## src/rtl/decoupled_queue.sv

```systemverilog
// Registered ready/valid FIFO: DEPTH entries, one-cycle minimum enq-to-deq latency.
// Back-pressure: enq_ready drops only when full; a same-cycle deq frees the slot for the next cycle.
module decoupled_queue #(
  parameter int WIDTH = 1,
  parameter int DEPTH = 4
) (
  input  logic                       clk,
  input  logic                       reset,
  output logic                       io_enq_ready,
  input  logic                       io_enq_valid,
  input  logic [WIDTH-1:0]           io_enq_bits,
  input  logic                       io_deq_ready,
  output logic                       io_deq_valid,
  output logic [WIDTH-1:0]           io_deq_bits,
  output logic [$clog2(DEPTH+1)-1:0] io_count
);

  localparam int PW = (DEPTH > 1) ? $clog2(DEPTH) : 1;
  localparam int CW = $clog2(DEPTH + 1);
  localparam int DW = PW + 1;

  logic [WIDTH-1:0] mem [DEPTH];
  logic [PW-1:0]    enq_ptr;
  logic [PW-1:0]    deq_ptr;
  logic             maybe_full;

  logic             ptr_match;
  logic             empty;
  logic             full;
  logic             do_enq;
  logic             do_deq;
  logic [DW-1:0]    ptr_diff;

  assign ptr_match    = (enq_ptr == deq_ptr);
  assign empty        = ptr_match && !maybe_full;
  assign full         = ptr_match && maybe_full;
  assign io_enq_ready = !full;
  assign io_deq_valid = !empty;
  assign io_deq_bits  = mem[deq_ptr];
  assign do_enq       = io_enq_valid && io_enq_ready;
  assign do_deq       = io_deq_ready && io_deq_valid;

  // Modular difference; when the pointers match the full flag disambiguates 0 vs DEPTH.
  always_comb begin
    ptr_diff = '0;
    if (enq_ptr >= deq_ptr)
      ptr_diff = {1'b0, enq_ptr} - {1'b0, deq_ptr};
    else
      ptr_diff = {1'b0, enq_ptr} + DW'(DEPTH) - {1'b0, deq_ptr};
  end

  assign io_count = full ? CW'(DEPTH) : CW'(ptr_diff);

  function automatic logic [PW-1:0] next_ptr(input logic [PW-1:0] p);
    return (p == PW'(DEPTH - 1)) ? '0 : p + PW'(1);
  endfunction

  // Storage is deliberately left out of reset; only the pointers define occupancy.
  always_ff @(posedge clk) begin
    if (!reset && do_enq)
      mem[enq_ptr] <= io_enq_bits;
  end

  always_ff @(posedge clk) begin
    if (reset) begin
      enq_ptr    <= '0;
      deq_ptr    <= '0;
      maybe_full <= 1'b0;
    end else begin
      if (do_enq)
        enq_ptr <= next_ptr(enq_ptr);
      if (do_deq)
        deq_ptr <= next_ptr(deq_ptr);
      if (do_enq != do_deq)
        maybe_full <= do_enq;
    end
  end

endmodule

```

## config.mk

```make
export PLATFORM = sky130hd
export DESIGN_NAME = decoupled_queue
export DESIGN_NICKNAME = d
export VERILOG_FILES = /design/src/rtl/decoupled_queue.sv
export SDC_FILE = /design/constraint.sdc
export NUM_CORES = 1
export LEC_CHECK = 0
export CAP_MARGIN = 40
export CORE_AREA = 3 3 40 42
export CTS_CLUSTER_SIZE = 12
export DETAILED_ROUTE_END_ITERATION = 7
export DIE_AREA = 0 0 43 45
export PLACE_DENSITY_LB_ADDON = 0.25
export SLEW_MARGIN = 20
export SYNTH_ARGS = -nofsm -noshare
export SYNTH_HDL_FRONTEND = slang
export SYNTH_SLANG_ARGS = --single-unit
```

## constraint.sdc

```tcl
create_clock -name clk -period 2.08 [get_ports clk]
set_input_delay 0.416 -clock clk [delete_from_list [all_inputs] [get_ports clk]]
set_output_delay 0.416 -clock clk [all_outputs]
set_load 0.01 [all_outputs]
```

==> flow_summary.rst <==
.. list-table::
   :header-rows: 1

   * - Metric
     - Value
   * - Syn Std Cell Area
     - between 600 and 700 um^2
   * - Final net count
     - just under 90
   * - Net count after synthesis
     - between 60 and 70
   * - Fraction of the yosys area taken by sequential cells
     - 0.412
   * - Commonest cells in the synthesized netlist
     - 7 x dfxtp_1, 7 x ha_1, 6 x inv_1, 4 x edfxtp_1, 4 x nor3b_1
   * - Crit Path Category
     - flop to primary output
   * - Post-synthesis sequential element count
     - 11
   * - Gate Count Post-Synth
     - 55
   * - Max clock buf depth
     - 2
   * - RD Place Congestion
     - approximately 0.76
   * - Crit end category
     - primary output
   * - Wirelength per Cell
     - roughly 15 um
   * - FMAX
     - 500 MHz
   * - Final-report hold violation count
     - 0
   * - Number of synthesized flops with an enable pin
     - 4
   * - # IOs
     - 11
   * - Distinct cells, synth
     - 23
   * - DP Cell Count
     - 84
   * - P&R area growth vs syn
     - 30.7%
   * - Vias/cell
     - between 5 and 6
   * - Tcrit/Tclk final
     - 0.961
   * - Area of the die
     - approximately 1900 um^2
   * - Unrepaired setup endpoints after global routing
     - no
   * - Req. time, crit path
     - ~1.7 ns
   * - Tightest Hold Check Type
     - flop to flop
   * - Clock sink count
     - 11
   * - Maximum fanout encountered on the critical timing path
     - 1
   * - Maximum vdd drop
     - between 0.5 and 0.6 mV
   * - Combinational power share
     - 0.490
   * - Relative contribution of the clock network to total power
     - 0.173
   * - Count of hold-fix buffers inserted at cts
     - 0
   * - Min Tclk post-route
     - about 2.0 ns
   * - Pins Over Slew Limit
     - 0
   * - Total number of vias
     - around 490
   * - Worst-margin pin slew
     - 0.534 ns
   * - Later-pin clock latency in the skew report
     - around 0.26 ns
   * - Post-Route Skew
     - between 0.002 and 0.003 ns
   * - Layout fillers
     - 105
   * - Die Y-Extent
     - approximately 45 um
   * - Number of antenna violations at the first check in global routing
     - 0
   * - Via count of the first global-routing pass
     - approximately 490
   * - DRC violation count after routing
     - 0
   * - Top cell type by total area after synthesis
     - dfxtp_1
   * - GR Util All Layers
     - 0.160
   * - Net switching power
     - between 0.2 and 0.3 mW
   * - Placeable core region
     - between 1000 and 1500 um^2
   * - Place WS
     - 0.0123 ns
   * - Worst hold slack
     - approximately 0.54 ns
   * - Fraction of post-synthesis cell area in the top cell type by area
     - 0.222
   * - Root buf cell
     - clkbuf_4
   * - Share of total power in sequential cells
     - 0.338
   * - Drt initial violations
     - 4
   * - Fraction of synthesis flops using an asynchronous set or reset pin
     - 0
   * - Overflow after GRT
     - 0
   * - Overall die width
     - 43 um
   * - Number of clock buffers inserted by TritonCTS
     - 3
   * - Final setup margin
     - 0.0810 ns
   * - TritonRoute pass-1 iters
     - 4
   * - Clock tree from TritonCTS
     - done
   * - Clock-pin slew reported for the worst setup and hold paths after clock tree synthesis
     - approximately 0.070 ns
   * - Type of element launching the critical path
     - flop
   * - Result of the run
     - finished clean
   * - Diode insertion count for antenna repair
     - 0
   * - Number of antenna-violating nets in the routed design
     - 0
   * - Effective utilization at floorplan
     - 0.492
   * - Syn_area_per_cell
     - approximately 11 um^2
   * - Final setup TNS
     - 0 ns
   * - Switching Share
     - 0.348
   * - Worst EP arrival
     - 1.58 ns
   * - Total of warnings raised by yosys
     - 0
   * - Total Routed Length
     - 1310 um
   * - Final count of negative-setup-slack endpoints
     - 0
   * - Internal
     - ~0.55 mW
   * - Total power divided by cell area
     - between 1000 and 1500 nW/um^2
   * - Worst-case headroom to the max-slew limit
     - 0.643
   * - Cell Rows
     - 13
   * - Number of cells in the finished layout apart from fillers
     - around 90
   * - Leading register cell type out of synthesis
     - dfxtp_1
   * - Top cells by area, synth
     - dfxtp_1 22%, edfxtp_1 19%, ha_1 14%
   * - CTS HTree Levels
     - 1
   * - Wire length of the first global-routing pass
     - roughly 2200 um
   * - Share of post-route cells with drive strength above 1
     - 0.329
   * - Max-Cap Viols
     - 0
   * - Maximum number of pins on one net before global-route repair
     - 16
   * - Buffers added on ports
     - 10
   * - Leak Pwr
     - between 0.3 and 0.4 nW
   * - Detailed Place HPWL
     - between 900 and 1000 um
[power by group through the flow]
| stage | Combinational (mW) | Sequential, mW | Clock, mW |
|---|---|---|---|
| final | 0.413 | 0.285 | 0.145 |
| after global routing | 0.460 | 0.289 | 0.164 |
| after floorplan | 0.227 | 0.281 | 0 |
| after global placement | 0.401 | 0.280 | 0 |
| after CTS | 0.417 | 0.285 | 0.149 |
| after detailed placement | 0.407 | 0.284 | 0 |
[what timing repair did]
| item | CTS | global route |
|---|---|---|
| setup endpoints to repair | 5 | 3 |
| gates cloned | 0 | 0 |
| gates resized for setup | 10 | 4 |
| buffers inserted | 0 | 0 |
[worst paths after layout]
path	slack (ns)	end	from	cells past startpoint
worst max-delay path	0.08	io_deq_bits	flop	2
worst min-delay path	0.54	maybe_full	maybe_full	2
worst max register to register	0.43	mem[0]	deq_ptr[1]	6
worst min register to register	0.54	maybe_full	maybe_full	2
[stage by stage]
step | total power [mW] | instance area (um^2) | utilization
3_5_place_dp | 0.691 | 783 | 0.610
5_1_grt | 0.912 | 826 | 0.643
6_report | 0.843 | 826 | 0.643
3_3_place_gp | 0.681 | 783 | 0.610
2_1_floorplan | 0.507 | 632 | -
4_1_cts | 0.851 | 835 | 0.649
[kinds of logic (layout without fill, tap and decap cells)]
| family | Yosys count | in the layout | synth area share |
|---|---|---|---|
| buf+inv | 7 | 25 | 0.0436 |
| mux | 1 | 1 | 0.0356 |
| simple gates | 19 | 19 | 0.226 |
| fa+ha+maj | 8 | 8 | 0.170 |
| compound gates | 9 | 9 | 0.113 |
| flops | 11 | 11 | 0.412 |
[per-layer routing]
| layer | wire length (um) | part of all wire | track usage |
|---|---|---|---|
| met3 | 59 | 0.045 | 0.0438 |
| met5 | 0 | 0 | 0 |
| met2 | 632 | 0.48 | 0.269 |
| met4 | 38 | 0.029 | 0.0843 |
| met1 | 579 | 0.44 | 0.187 |
[cell usage in the layout, fill, tap and decap left out, types with 3 or more instances in the layout]
cell type / Yosys / routed
edfxtp_1: 4 / 4
clkdlybuf4s50_1: 0 / 7
ha_1: 7 / 5
buf_4: 0 / 5
dfxtp_1: 7 / 5
inv_1: 6 / 4
clkbuf_4: 0 / 3
nor3b_1: 4 / 4
[worst max-delay path, cell delays in order (launching register included)]
cell and delay, ns:
dfxtp_1 0.34, mux4_2 0.49, clkdlybuf4s50_1 0.49
[area by class of cell]
type / count / area (um^2) / area share
multi-input combinational: 37 / 369 / 0.447
clock buffer: 4 / 26.3 / 0.0318
sequential: 11 / 263 / 0.318
timing repair buffer: 15 / 126 / 0.153
tap: 15 / 18.8 / 0.0227
inverter: 6 / 22.5 / 0.0273
(Power assumes the default switching activity.)
